**config.mk**
```make
export PLATFORM = sky130hd
export DESIGN_NAME = mc_controller_flat
export DESIGN_NICKNAME = d
export VERILOG_FILES = /design/src/rtl/mc_controller_if.sv /design/src/rtl/mc_controller.sv /design/src/flat_wrapper.sv
export SDC_FILE = /design/constraint.sdc
export NUM_CORES = 1
export LEC_CHECK = 0
export CAP_MARGIN = 40
export CORE_ASPECT_RATIO = 1.2
export CORE_UTILIZATION = 25
export CTS_CLUSTER_DIAMETER = 150
export CTS_CLUSTER_SIZE = 12
export DETAILED_ROUTE_END_ITERATION = 8
export HOLD_SLACK_MARGIN = 0.02
export PLACE_DENSITY_LB_ADDON = 0.3
export SYNTH_ARGS = -nofsm -noshare
export SYNTH_HDL_FRONTEND = slang
export SYNTH_SLANG_ARGS = --single-unit
```
**constraint.sdc**
```tcl
create_clock -name clk -period 4 [get_ports clk]
set_input_delay 0.8 -clock clk [delete_from_list [all_inputs] [get_ports clk]]
set_output_delay 0.8 -clock clk [all_outputs]
set_load 0.02 [all_outputs]
```
**src/rtl/mc_controller_if.sv**
```systemverilog
// Control bundle between the multicycle controller and the datapath:
// instruction/flag/memory-ready inputs plus every select and strobe the controller drives.
interface mc_controller_if;
  logic       enable;
  logic [5:0] op;
  logic [5:0] func;
  logic       Z;
  logic       mem_ready;
  logic       mem_rd;
  logic       wr;
  logic       irwrite;
  logic       pcwrite;
  logic [1:0] pcsel;
  logic [1:0] wasel;
  logic [1:0] wdsel;
  logic [1:0] asel;
  logic       bsel;
  logic       sext;
  logic [4:0] alufn;
  logic       werf;
  logic [2:0] state;
  logic [1:0] err_code;

  modport master (
    input  enable, op, func, Z, mem_ready,
    output mem_rd, wr, irwrite, pcwrite, pcsel, wasel, wdsel, asel, bsel, sext,
           alufn, werf, state, err_code
  );

  modport slave (
    output enable, op, func, Z, mem_ready,
    input  mem_rd, wr, irwrite, pcwrite, pcsel, wasel, wdsel, asel, bsel, sext,
           alufn, werf, state, err_code
  );
endinterface

```
**src/rtl/mc_controller.sv**
```systemverilog
// Multicycle MIPS control FSM: FETCH/DECODE/EXEC/MEM/WB sequencing with a
// variable-latency memory handshake, illegal-instruction and memory-timeout halt.
module mc_controller #(
  parameter int MEM_TIMEOUT = 15,
  parameter int CNT_W       = $clog2(MEM_TIMEOUT + 2)
) (
  input  logic            clk,
  input  logic            reset,
  mc_controller_if.master bus
);

  typedef enum logic [2:0] {
    S_FETCH  = 3'd0,
    S_DECODE = 3'd1,
    S_EXEC   = 3'd2,
    S_MEM    = 3'd3,
    S_WB     = 3'd4,
    S_HALT   = 3'd5
  } state_t;

  typedef enum logic [2:0] {C_ALU, C_LW, C_SW, C_BEQ, C_BNE, C_J, C_JR, C_JAL} iclass_t;

  localparam logic [5:0] OP_RTYPE = 6'h00, OP_J     = 6'h02, OP_JAL   = 6'h03,
                         OP_BEQ   = 6'h04, OP_BNE   = 6'h05, OP_ADDI  = 6'h08,
                         OP_ADDIU = 6'h09, OP_SLTI  = 6'h0a, OP_SLTIU = 6'h0b,
                         OP_ANDI  = 6'h0c, OP_ORI   = 6'h0d, OP_XORI  = 6'h0e,
                         OP_LUI   = 6'h0f, OP_LW    = 6'h23, OP_SW    = 6'h2b;

  localparam logic [5:0] FN_SLL = 6'h00, FN_SRL  = 6'h02, FN_SRA = 6'h03, FN_SLLV = 6'h04,
                         FN_JR  = 6'h08, FN_ADD  = 6'h20, FN_ADDU = 6'h21, FN_SUB = 6'h22,
                         FN_AND = 6'h24, FN_OR   = 6'h25, FN_XOR = 6'h26, FN_NOR  = 6'h27,
                         FN_SLT = 6'h2a, FN_SLTU = 6'h2b;

  localparam logic [4:0] ALU_ADD = 5'b00001, ALU_SUB = 5'b10001, ALU_SLT = 5'b10011,
                         ALU_SLTU = 5'b10111, ALU_AND = 5'b00000, ALU_OR = 5'b00100,
                         ALU_XOR = 5'b01000, ALU_NOR = 5'b01100, ALU_SLL = 5'b00010,
                         ALU_SRL = 5'b01010, ALU_SRA = 5'b01110;

  localparam logic [1:0] WA_RD  = 2'b00, WA_RT  = 2'b01, WA_RA  = 2'b10;
  localparam logic [1:0] WD_PC4 = 2'b00, WD_ALU = 2'b01, WD_MEM = 2'b10;
  localparam logic [1:0] A_RS   = 2'b00, A_SHAMT = 2'b01, A_SIXTEEN = 2'b10;
  localparam logic [1:0] PC_INC = 2'b00, PC_BR  = 2'b01, PC_JMP = 2'b10, PC_REG = 2'b11;
  localparam logic [1:0] ERR_NONE = 2'b00, ERR_ILLEGAL = 2'b01, ERR_TIMEOUT = 2'b10;

  localparam bit             TIMEOUT_EN = (MEM_TIMEOUT > 0);
  localparam logic [CNT_W-1:0] CNT_LIMIT = CNT_W'(MEM_TIMEOUT);

  state_t            state, state_nxt;
  iclass_t           iclass;
  logic              legal;
  logic [CNT_W-1:0]  cnt;
  logic [1:0]        err_code;
  logic              waiting, set_illegal, set_timeout;
  logic              rd_c, wr_c, irw_c, pcw_c, werf_c;
  logic              strobe_en;

  // NOTE: every always_comb output gets a default first so no path can infer a latch.
  always_comb begin
    legal     = 1'b1;
    iclass    = C_ALU;
    bus.alufn = ALU_AND;
    bus.wasel = WA_RD;
    bus.wdsel = WD_PC4;
    bus.asel  = A_RS;
    bus.bsel  = 1'b0;
    bus.sext  = 1'b0;
    case (bus.op)
      OP_RTYPE: begin
        bus.wdsel = WD_ALU;
        case (bus.func)
          FN_ADD, FN_ADDU: bus.alufn = ALU_ADD;
          FN_SUB:          bus.alufn = ALU_SUB;
          FN_AND:          bus.alufn = ALU_AND;
          FN_OR:           bus.alufn = ALU_OR;
          FN_XOR:          bus.alufn = ALU_XOR;
          FN_NOR:          bus.alufn = ALU_NOR;
          FN_SLT:          bus.alufn = ALU_SLT;
          FN_SLTU:         bus.alufn = ALU_SLTU;
          FN_SLLV:         bus.alufn = ALU_SLL;
          FN_SLL: begin bus.alufn = ALU_SLL; bus.asel = A_SHAMT; end
          FN_SRL: begin bus.alufn = ALU_SRL; bus.asel = A_SHAMT; end
          FN_SRA: begin bus.alufn = ALU_SRA; bus.asel = A_SHAMT; end
          FN_JR:  begin iclass = C_JR; bus.wdsel = WD_PC4; end
          default: begin legal = 1'b0; bus.wdsel = WD_PC4; end
        endcase
      end
      OP_ADDI, OP_ADDIU, OP_SLTI, OP_SLTIU, OP_ANDI, OP_ORI, OP_XORI, OP_LUI: begin
        bus.wasel = WA_RT;
        bus.wdsel = WD_ALU;
        bus.bsel  = 1'b1;
        case (bus.op)
          OP_ADDI, OP_ADDIU: begin bus.alufn = ALU_ADD;  bus.sext = 1'b1; end
          OP_SLTI:           begin bus.alufn = ALU_SLT;  bus.sext = 1'b1; end
          OP_SLTIU:          begin bus.alufn = ALU_SLTU; bus.sext = 1'b1; end
          OP_ANDI:           bus.alufn = ALU_AND;
          OP_ORI:            bus.alufn = ALU_OR;
          OP_XORI:           bus.alufn = ALU_XOR;
          // LUI: shift the zero-extended immediate left by a constant 16
          default:     begin bus.alufn = ALU_SLL;  bus.asel = A_SIXTEEN; end
        endcase
      end
      OP_LW: begin
        iclass = C_LW; bus.alufn = ALU_ADD; bus.bsel = 1'b1; bus.sext = 1'b1;
        bus.wasel = WA_RT; bus.wdsel = WD_MEM;
      end
      OP_SW:  begin iclass = C_SW;  bus.alufn = ALU_ADD; bus.bsel = 1'b1; bus.sext = 1'b1; end
      OP_BEQ: begin iclass = C_BEQ; bus.alufn = ALU_SUB; bus.sext = 1'b1; end
      OP_BNE: begin iclass = C_BNE; bus.alufn = ALU_SUB; bus.sext = 1'b1; end
      OP_J:   iclass = C_J;
      OP_JAL: begin iclass = C_JAL; bus.wasel = WA_RA; bus.wdsel = WD_PC4; end
      default: legal = 1'b0;
    endcase
  end

  always_comb begin
    state_nxt   = state;
    rd_c        = 1'b0;
    wr_c        = 1'b0;
    irw_c       = 1'b0;
    pcw_c       = 1'b0;
    werf_c      = 1'b0;
    bus.pcsel   = PC_INC;
    waiting     = 1'b0;
    set_illegal = 1'b0;
    set_timeout = 1'b0;
    case (state)
      S_FETCH: begin
        rd_c    = 1'b1;
        waiting = 1'b1;
        if (bus.mem_ready) begin
          irw_c     = 1'b1;
          pcw_c     = 1'b1;
          state_nxt = S_DECODE;
        end
      end
      S_DECODE: begin
        if (legal) state_nxt = S_EXEC;
        else begin
          state_nxt   = S_HALT;
          set_illegal = 1'b1;
        end
      end
      S_EXEC: begin
        state_nxt = S_FETCH;
        case (iclass)
          C_ALU:       state_nxt = S_WB;
          C_LW, C_SW:  state_nxt = S_MEM;
          C_BEQ: begin pcw_c = bus.Z;  bus.pcsel = PC_BR;  end
          C_BNE: begin pcw_c = ~bus.Z; bus.pcsel = PC_BR;  end
          C_J:   begin pcw_c = 1'b1;   bus.pcsel = PC_JMP; end
          C_JR:  begin pcw_c = 1'b1;   bus.pcsel = PC_REG; end
          C_JAL: begin pcw_c = 1'b1;   bus.pcsel = PC_JMP; werf_c = 1'b1; end
          default: state_nxt = S_FETCH;
        endcase
      end
      S_MEM: begin
        waiting = 1'b1;
        if (iclass == C_SW) wr_c = 1'b1;
        else                rd_c = 1'b1;
        if (bus.mem_ready) state_nxt = (iclass == C_SW) ? S_FETCH : S_WB;
      end
      S_WB: begin
        werf_c    = 1'b1;
        state_nxt = S_FETCH;
      end
      default: state_nxt = S_HALT;
    endcase
    // An accept on the limit cycle takes priority over the timeout
    if (TIMEOUT_EN && waiting && !bus.mem_ready && cnt == CNT_LIMIT) begin
      state_nxt   = S_HALT;
      set_timeout = 1'b1;
    end
  end

  // NOTE: sequential state uses non-blocking assignments so all registers update together.
  always_ff @(posedge clk or posedge reset) begin
    if (reset) begin
      state    <= S_FETCH;
      cnt      <= '0;
      err_code <= ERR_NONE;
    end else if (bus.enable) begin
      state <= state_nxt;
      if (state_nxt != state)          cnt <= '0;
      else if (waiting && cnt != '1)   cnt <= cnt + CNT_W'(1);
      if (set_illegal)      err_code <= ERR_ILLEGAL;
      else if (set_timeout) err_code <= ERR_TIMEOUT;
    end
  end

  // Strobes vanish while frozen or in reset, so a reset mid-write never leaks a request
  assign strobe_en    = bus.enable & ~reset;
  assign bus.mem_rd   = rd_c   & strobe_en;
  assign bus.wr       = wr_c   & strobe_en;
  assign bus.irwrite  = irw_c  & strobe_en;
  assign bus.pcwrite  = pcw_c  & strobe_en;
  assign bus.werf     = werf_c & strobe_en;
  assign bus.state    = state;
  assign bus.err_code = err_code;

endmodule

```
**src/flat_wrapper.sv**
```systemverilog
// flat-port wrapper written by rule: the top's interface ports become plain ports
module mc_controller_flat 
#(
  parameter int MEM_TIMEOUT = 15,
  parameter int CNT_W       = $clog2(MEM_TIMEOUT + 2)
)
  (clk, reset, bus_enable, bus_op, bus_func, bus_Z, bus_mem_ready, bus_mem_rd, bus_wr, bus_irwrite, bus_pcwrite, bus_pcsel, bus_wasel, bus_wdsel, bus_asel, bus_bsel, bus_sext, bus_alufn, bus_werf, bus_state, bus_err_code);
  mc_controller_if bus_i ();
  input  logic clk;
  input  logic reset;
  input wire logic [$bits(bus_i.enable)-1:0] bus_enable;
  input wire logic [$bits(bus_i.op)-1:0] bus_op;
  input wire logic [$bits(bus_i.func)-1:0] bus_func;
  input wire logic [$bits(bus_i.Z)-1:0] bus_Z;
  input wire logic [$bits(bus_i.mem_ready)-1:0] bus_mem_ready;
  output wire logic [$bits(bus_i.mem_rd)-1:0] bus_mem_rd;
  output wire logic [$bits(bus_i.wr)-1:0] bus_wr;
  output wire logic [$bits(bus_i.irwrite)-1:0] bus_irwrite;
  output wire logic [$bits(bus_i.pcwrite)-1:0] bus_pcwrite;
  output wire logic [$bits(bus_i.pcsel)-1:0] bus_pcsel;
  output wire logic [$bits(bus_i.wasel)-1:0] bus_wasel;
  output wire logic [$bits(bus_i.wdsel)-1:0] bus_wdsel;
  output wire logic [$bits(bus_i.asel)-1:0] bus_asel;
  output wire logic [$bits(bus_i.bsel)-1:0] bus_bsel;
  output wire logic [$bits(bus_i.sext)-1:0] bus_sext;
  output wire logic [$bits(bus_i.alufn)-1:0] bus_alufn;
  output wire logic [$bits(bus_i.werf)-1:0] bus_werf;
  output wire logic [$bits(bus_i.state)-1:0] bus_state;
  output wire logic [$bits(bus_i.err_code)-1:0] bus_err_code;
  assign bus_i.enable = bus_enable;
  assign bus_i.op = bus_op;
  assign bus_i.func = bus_func;
  assign bus_i.Z = bus_Z;
  assign bus_i.mem_ready = bus_mem_ready;
  assign bus_mem_rd = bus_i.mem_rd;
  assign bus_wr = bus_i.wr;
  assign bus_irwrite = bus_i.irwrite;
  assign bus_pcwrite = bus_i.pcwrite;
  assign bus_pcsel = bus_i.pcsel;
  assign bus_wasel = bus_i.wasel;
  assign bus_wdsel = bus_i.wdsel;
  assign bus_asel = bus_i.asel;
  assign bus_bsel = bus_i.bsel;
  assign bus_sext = bus_i.sext;
  assign bus_alufn = bus_i.alufn;
  assign bus_werf = bus_i.werf;
  assign bus_state = bus_i.state;
  assign bus_err_code = bus_i.err_code;
  mc_controller #(.MEM_TIMEOUT(MEM_TIMEOUT), .CNT_W(CNT_W)) u_core (.clk(clk), .reset(reset), .bus(bus_i));
endmodule
```
=== Word-level counts from Yosys, hierarchy flattened ===
Index checks and enable logic that the tools add are counted.

* Bits in registers: 10
* Bits of input ports: 17
* Logic and storage cells: 128

* Add/sub/neg operators: 1
* Eq/ne operators: 41
* Muxes and demuxes: 43
* Bitwise gates (word level): 8
* Reductions and logical operators: 32

{| class="wikitable"
|+ Operators by type and width
! operator !! number
|-
| 6-bit == test (second input constant) || 11
|-
| 6-bit by 4-bit == test with 1-bit output (second input constant) || 9
|-
| 5-bit case mux with 10 select lines || 1
|-
| 5-bit case mux with 6 select lines || 1
|-
| 14-bit OR reduction || 2
|-
| 6-bit by 2-bit == test with 1-bit output (second input constant) || 4
|-
| 3-bit case mux with 7 select lines || 1
|-
| 5-bit case mux with 4 select lines || 1
|-
| 6-bit by 3-bit == test with 1-bit output (second input constant) || 3
|-
| 3-bit 2-to-1 mux || 6
|-
| 2-bit OR reduction || 9
|-
| 3-bit == test (second input constant) || 5
|-
| 1-bit 2-to-1 mux || 15
|-
| 3-bit case mux with 5 select lines || 1
|-
| 13-bit OR reduction || 1
|-
| 3-bit by 2-bit == test with 1-bit output (second input constant) || 4
|-
| 6-bit zero test || 2
|-
| 2-bit case mux with 3 select lines || 2
|-
| 5-bit 2-to-1 mux || 2
|-
| 1-bit case mux with 2 select lines || 5
|-
| 10-bit OR reduction || 1
|-
| 9-bit OR reduction || 1
|-
| 2-bit 2-to-1 mux || 4
|-
| 2-bit case mux with 2 select lines || 2
|-
| 18 further kinds || 32
|}

=== Depth between registers and ports, before layout ===
Gate-level depths: netlist of the first run.

* Depth after elaboration: 11
* Gate-level depth with buffers: 10
* Gate-level depth less buffers: 10

=== Worst setup path before layout of the first run ===
Ideal clock, no wire load.

* Path kind: input -> output
* From: input bus_op[3]
* To: output bus_pcwrite
* Arrival time: 2527 ps
* Setup slack: 673 ps
* Stages: 8
* Path buffers: 2
* Cells stage by stage: buf_6 or4_4 buf_6 o22ai_1 inv_1 a21oi_1 o211ai_1 a21oi_1

* Word-level cells in the longest chain between the ends: 7
* Elaborated cells on any way between the ends: 17
* Classes of those cells: eq/ne: 11; mux: 3; bitwise: 1; reduce/logical: 2

{| class="wikitable"
|+ RTL lines
! item !! RTL line !! source
|-
| from (decl) || flat_wrapper.sv:12 || <nowiki>input wire logic [$bits(bus_i.op)-1:0] bus_op;</nowiki>
|-
| 6-bit by 2-bit == test with 1-bit output, or another cell as far along || mc_controller.sv:67 || <nowiki>case (bus.op)</nowiki>
|-
| 3-bit case mux with 7 select lines * || mc_controller.sv:67 ||
|-
| 3-bit == test || mc_controller.sv:145 || <nowiki>case (iclass)</nowiki>
|-
| 3-bit OR reduction (no line) || -- ||
|-
| 1-bit case mux with 3 select lines * || mc_controller.sv:145 ||
|-
| 1-bit case mux with 2 select lines * || mc_controller.sv:126 || <nowiki>case (state)</nowiki>
|-
| 1-bit AND * || mc_controller.sv:195 || <nowiki>assign bus.pcwrite = pcw_c & strobe_en;</nowiki>
|-
| to (decl) || flat_wrapper.sv:19 || <nowiki>output wire logic [$bits(bus_i.pcwrite)-1:0] bus_pcwrite;</nowiki>
|}

Mark *: on every way between the ends. The rest lies on a longest branch, timed or not.

=== Worst setup path in the final report of the first run ===
* From: input bus_op[3]
* To: output bus_werf

* Word-level cells in the longest chain between the ends: 6
* Elaborated cells on any way between the ends: 12
* Classes of those cells: eq/ne: 7; mux: 3; bitwise: 1; reduce/logical: 1

{| class="wikitable"
|+ RTL lines
! item !! RTL line !! source
|-
| 6-bit by 2-bit == test with 1-bit output, or another cell as far along || mc_controller.sv:67 ||
|-
| 3-bit case mux with 7 select lines * || mc_controller.sv:67 ||
|-
| 3-bit == test * || mc_controller.sv:145 ||
|-
| 1-bit 2-to-1 mux * || mc_controller.sv:145 ||
|-
| 1-bit case mux with 2 select lines * || mc_controller.sv:126 ||
|-
| 1-bit AND * || mc_controller.sv:196 || <nowiki>assign bus.werf = werf_c & strobe_en;</nowiki>
|-
| to (decl) || flat_wrapper.sv:27 || <nowiki>output wire logic [$bits(bus_i.werf)-1:0] bus_werf;</nowiki>
|}

Marked as above.

==> results of run 1 <==
-- layout by cell type, fill, tap and decap left out, types with 5 or more instances in the layout --
master | Yosys | layout
nand2b_1 | 8 | 8
nor2_1 | 17 | 17
clkdlybuf4s50_1 | 0 | 35
nor4_1 | 5 | 5
nand2_1 | 18 | 18
inv_1 | 8 | 8
dfrtp_1 | 10 | 10
nand3_1 | 9 | 9
a21oi_1 | 12 | 12
buf_4 | 0 | 24
a31oi_1 | 5 | 5
nor3_1 | 12 | 12
-- area by class of cell --
| type | count | area share [%] |
|---|---|---|
| clock buffers | 4 | 2.70 |
| inverters | 8 | 1.47 |
| well taps | 62 | 3.81 |
| multi-input cells | 156 | 50.7 |
| flip-flops and latches | 10 | 12.3 |
| repair buffers | 65 | 29.0 |
-- power groups by stage --
stage	Combinational [mW]	Clock, mW	Sequential (mW)
final	0.340	0.126	0.169
after global routing	0.375	0.134	0.176
after CTS	0.343	0.129	0.170
after detailed placement	0.343	0	0.171
after global placement	0.341	0	0.170
after floorplan	0.241	0	0.151
-- worst max-delay path, delay by kind of cell --
| family | cells | cell delay, ns |
|---|---|---|
| and+or+nand+nor | 2 | 0.73 |
| AOI/OAI and AO/OA | 1 | 0.28 |
| buffers and inverters | 3 | 1.24 |
-- how the worst max path moves through the flow --
stage                start            to  cells past startpoint  slack (ns)
3_5_place_dp     bus_op[3]  bus_alufn[3]                      9       -0.06
5_1_grt        bus_func[1]  bus_alufn[1]                      9        0.03
6_report         bus_op[3]      bus_werf                      6        0.15
3_3_place_gp     bus_op[3]  bus_alufn[3]                      9       -0.03
4_1_cts          bus_op[3]   bus_pcwrite                      8        0.02
2_1_floorplan    bus_op[3]   bus_pcwrite                      8        0.67
-- routing by layer --
layer	GRT usage (%)	vias up	routed length [um]
met5	0	-	0
met4	2.18	0	36
met3	2.42	4	160
li1	-	824	-
met1	17.4	758	1880
met2	24.9	38	2090
-- flip-flops by register name, summed over array words and instances, names as in the netlist --
register / count
u_core.bus.err_code: 2
u_core.bus.state: 3
u_core.cnt: 5
-- cell families after synthesis --
| family | synth area share (%) |
|---|---|
| compound gates | 28.1 |
| buf+inv | 7.82 |
| fa+ha+maj | 2.70 |
| simple gates | 39.3 |
| mux | 1.62 |
| flops | 18.0 |
| xor+xnor | 2.52 |
-- what timing repair did --
action	4_1_cts	5_1_grt
setup endpoints to repair	4	2
gates resized for setup	4	2
hold buffers	0	0
==> results.yml, run 1 <==
timing:
  setup_tns_ns: 0
  rsz0062_at_grt: "false"
  finalMaxSlewViolations: 0
  max_freq_mhz: 260
  setup_viol: 0
  fin_skew_ns: 0.00308
  tightest_slew_ns: 0.740
  hold_slack_ns: 0.512
  min_period_ns: 3.85
  setup_ws_ns: 0.151
  finalCritPeriodShare_pct: 96.2
  relSlewSlack_pct: 50.3
  hold_viol: 0
placement:
  gp_congestion: 0.863
  place_inst: 301
  io_buffers: 41
  post-place-ws_ns: -0.0559
  placed_area_mm2: 0.00198
  hpwl_um: 3310
floorplanning:
  pin_count: 42
  start_util_pct: 26.1
  rows: 29
  die_area_mm2: 0.00587
  die_w_um: 70.1
  dieHeight_um: 83.8
  core_mm2: 0.00533
worst_setup_path:
  max_stage_delay_ns: 0.63
  ff2ff_path_depth: 10
  timing.rr.start: "u_core.cnt[0]"
  worstPathCellList: "clkdlybuf4s50_1 > or4_4 > buf_4 > o31a_1 > nor3_1 > clkdlybuf4s50_1"
  crit_type: "input port to output pin"
  startpoint_type: "input port"
  crit_fanout: 5
  r2r_setup_slack_ns: 1.39
  worstPathRequired_ns: 3.20
  crit_path_end_kind: "output pin"
  cp_slowest_cell: "clkdlybuf4s50_1"
  crit_top_cell: "clkdlybuf4s50_1"
  crit_arrival_ns: 3.05
  reg2reg_to: "u_core.cnt[4]"
logic_synthesis:
  synth.distinct_cells: 59
  synth_area_mm2: 0.00139
  syn_area_per_cell_um2: 7.33
  synth_edf_count: 0
  synth_area_leaders: "dfrtp_1, nand2_1, nor2_1, a21oi_1, nor3_1"
  synth_top_cells_by_count: "nand2_1, nor2_1, a21oi_1, nor3_1"
  yosysWarningCount: 0
  synth_fp_nets: 210
  yosys.area.top_type: "dfrtp_1"
  synth.most_common_cell: "nand2_1"
  synthCells: 190
  synth_top_area_share_pct: 18.0
  synth_flop_cell: "dfrtp_1"
  async_flop_share_pct: 100
  ys_ff_latch: 10
  synth-seq-area-share_pct: 18.0
power:
  p_int_uw: 360
  clkPwrFrac_pct: 19.8
  p_total_uw: 635
  peakVddDrop_mv: 0.239
  swShare_pct: 43.3
  p_leak_nw: 0.884
  netSwitchingPower_uw: 275
  power_density_mw_per_mm2: 312
  pwr-share-seq_pct: 26.6
  p_comb_share_pct: 53.5
grt:
  grt_overflow_total: 0
  grt_pass1_vias: 1462
  grt_antenna_before_repair: 0
  grt_first_pass_wirelength_um: 6810
  grt_max_degree: 19
  grt.total_usage_pct: 13.9
clock_tree:
  h-tree-depth: 1
  cts_setup_buffers: 0
  insertion_delay_ns: 0.24
  numCtsBuffers: 3
  cts_buffer_depth: 2
  cts_root_buf: "clkbuf_8"
  clock-sinks: 10
  path_clk_slew_ns: 0.05
  tritoncts: "built"
hold_path:
  hp-start: "u_core.cnt[1]"
  hold_depth: 1
  hold_path_class: "flip-flop to flip-flop"
  min_to: "u_core.cnt[1]"
routing:
  drc: 0
  num_vias: 1624
  drt_pass1_iterations: 4
  drtIter0Drc: 57
  drt-wirelength-per-cell_um: 13.7
  ant_nets: 0
  drt_wl_total_um: 4170
  viasPerCell: 5.32
final_layout:
  multi_input_area_mm2: 0.00103
  antenna_cells: 0
  final_util_pct: 38.2
  final_cell_count_no_fill: 305
  nNetsFinal: 264
  syn_to_final_growth_pct: 46.3
  postLayoutCellArea_mm2: 0.00204
  drive_gt1_share_pct: 16.9
  n_fill_cell: 555
  ff_latch_area_um2: 250
run:
  max_cap_viol_count: 0
outcome:
  outcome: "completed"
Power figures use the tool's default switching activity.
==> run 2, diff against run 1 <==
Settings changed: CAP_MARGIN 40 to 20, CELL_PAD_IN_SITES_DETAIL_PLACEMENT set to 2, CELL_PAD_IN_SITES_GLOBAL_PLACEMENT set to 2, CORE_ASPECT_RATIO 1.2 to 1.4.
==> run 2 against run 1 <==
  * Worst hold slack improved by 0.0050 ns
  * Die area about the same
  * Combinational power increased by 5.9%
  * First-iteration DRC count increased by 18%
  * Non-clock buffer count increased by 5
  * Clock skew increased by 0.0015 ns
  * Sequential power about the same
  * Clock power decreased by 16%
  * Critical path depth unchanged
  * Via count increased by 6.2%
  * Largest cell class unchanged
  * Highest routed layer unchanged
==> results.yml, run 2 (synthesized netlist as in run 1, its figures left out) <==
timing:
  setup_viol: 0
  relSlewSlack_pct: 40.5
  min_period_ns: 3.85
  finalCritPeriodShare_pct: 96.2
  fin_skew_ns: 0.00453
  hold_viol: 0
  setup_tns_ns: 0
  finalMaxSlewViolations: 0
  setup_ws_ns: 0.150
  rsz0062_at_grt: "false"
  hold_slack_ns: 0.517
  tightest_slew_ns: 0.886
  max_freq_mhz: 260
floorplanning:
  die_area_mm2: 0.00588
  start_util_pct: 26.4
  core_mm2: 0.00528
  dieHeight_um: 90.3
  pin_count: 42
  die_w_um: 65.1
  rows: 31
worst_setup_path:
  timing.rr.start: "u_core.cnt[0]"
  crit_path_end_kind: "output pin"
  crit_type: "input port to output pin"
  reg2reg_to: "u_core.cnt[1]"
  r2r_setup_slack_ns: 1.21
  timing.critical_path.from: "bus_op[3]"
  startpoint_type: "input port"
  worstPathRequired_ns: 3.20
  ff2ff_path_depth: 9
  crit_arrival_ns: 3.05
  endpoint: "bus_werf"
  crit_fanout: 5
routing:
  ant_nets: 0
  drc: 0
  drt_pass1_iterations: 4
  num_vias: 1725
  drt_wl_total_um: 5510
  drtIter0Drc: 67
  viasPerCell: 5.51
  drt-wirelength-per-cell_um: 17.6
power:
  p_int_uw: 343
  clkPwrFrac_pct: 16.6
  peakVddDrop_mv: 0.238
  power_density_mw_per_mm2: 307
  netSwitchingPower_uw: 295
  p_comb_share_pct: 56.5
  pwr-share-seq_pct: 27.0
  p_total_uw: 637
  p_leak_nw: 0.895
  swShare_pct: 46.2
grt:
  grtUsageMet2_pct: 38.3
  grt_use_met3_pct: 0.884
  grt_pass1_vias: 1853
  grt_overflow_total: 0
  gr-max-usage-layer: "met2"
  grt_max_degree: 19
  grt_use_met1_pct: 21.6
  grt_first_pass_wirelength_um: 9090
  grt.total_usage_pct: 19.5
  grt_antenna_before_repair: 0
placement:
  place_inst: 310
  gp_congestion: 0.802
  io_buffers: 41
  hpwl_um: 4330
  placed_area_mm2: 0.00202
  post-place-ws_ns: -0.113
clock_tree:
  cts_root_buf: "clkbuf_8"
  clock-sinks: 10
  cts_buffer_depth: 2
  h-tree-depth: 1
  tritoncts: "built"
  insertion_delay_ns: 0.24
  path_clk_slew_ns: 0.05
  numCtsBuffers: 3
final_layout:
  final_util_pct: 39.3
  drive_gt1_share_pct: 18.6
  syn_to_final_growth_pct: 49.0
  final_cell_mix: "clkdlybuf4s50_1, buf_4, nand2_1"
  top_regs: "u_core.cnt (5), u_core.bus.state (3), u_core.bus.err_code (2)"
  largest_reg_flops: 5
  postLayoutCellArea_mm2: 0.00207
  final_cell_count_no_fill: 313
  final_common_cell: "clkdlybuf4s50_1"
  largest-register: "u_core.cnt"
  antenna_cells: 0
  nNetsFinal: 269
hold_path:
  hold_path_class: "flip-flop to flip-flop"
outcome:
  outcome: "completed"
run:
  max_cap_viol_count: 0
## run 2: changes by cell type in the layout (fill, tap and decap cells not counted), sizes merged
| cell | change |
|---|---|
| buf | +5 |
| dlygate4sd2 | +2 |
| clkbuf | -1 |
| clkdlybuf4s50 | -1 |
| dlymetal6s2s | -1 |
## run 2: worst max-delay path, stage by stage
cell             delay [ns]
clkdlybuf4s50_1        0.42
or4_4                  0.61
buf_4                  0.19
o31a_1                 0.28
nor3_1                 0.12
clkdlybuf4s50_1        0.63
## run 2: layout make-up
class	instances	area, um^2
fillers	643	3200
multi-input cells	156	1050
repair buffers	70	623
flip-flops and latches	10	250
well taps	66	82.6
clock buffers	3	41.3
inverters	8	30.0
## run 2: timing repair
action / in CTS / in global routing
setup buffers: 0 / 0
gates resized for setup: 7 / 2
endpoints found under the setup margin: 5 / 2
hold buffers: 0 / 0
## run 2: worst min path at each step
stage	slack, ns	endpoint	from	depth (start not counted)
global route	0.54	u_core.bus.err_code[0]	u_core.bus.err_code[0]	1
global placement	0.50	u_core.cnt[1]	u_core.cnt[1]	1
detailed placement	0.50	u_core.cnt[1]	u_core.cnt[1]	1
floorplan	0.47	u_core.cnt[1]	u_core.cnt[1]	1
finish	0.52	u_core.bus.err_code[0]	u_core.bus.err_code[0]	1
CTS	0.53	u_core.cnt[4]	u_core.cnt[4]	1
## run 2: routing by layer
| layer | share of wire (%) | wire length [um] | up-vias |
|---|---|---|---|
| met3 | 1.8 | 101 | 10 |
| met1 | 40 | 2190 | 858 |
| met2 | 57 | 3130 | 32 |
| li1 | - | - | 825 |
| met4 | 1.7 | 95 | 0 |
| met5 | 0 | 0 | - |
## run 2: power groups by stage
stage / registers, mW / logic [mW] / clock network (mW)
floorplan: 0.151 / 0.241 / 0
global placement: 0.171 / 0.351 / 0
detailed placement: 0.172 / 0.361 / 0
CTS: 0.172 / 0.362 / 0.107
global route: 0.179 / 0.394 / 0.111
finish: 0.172 / 0.360 / 0.106
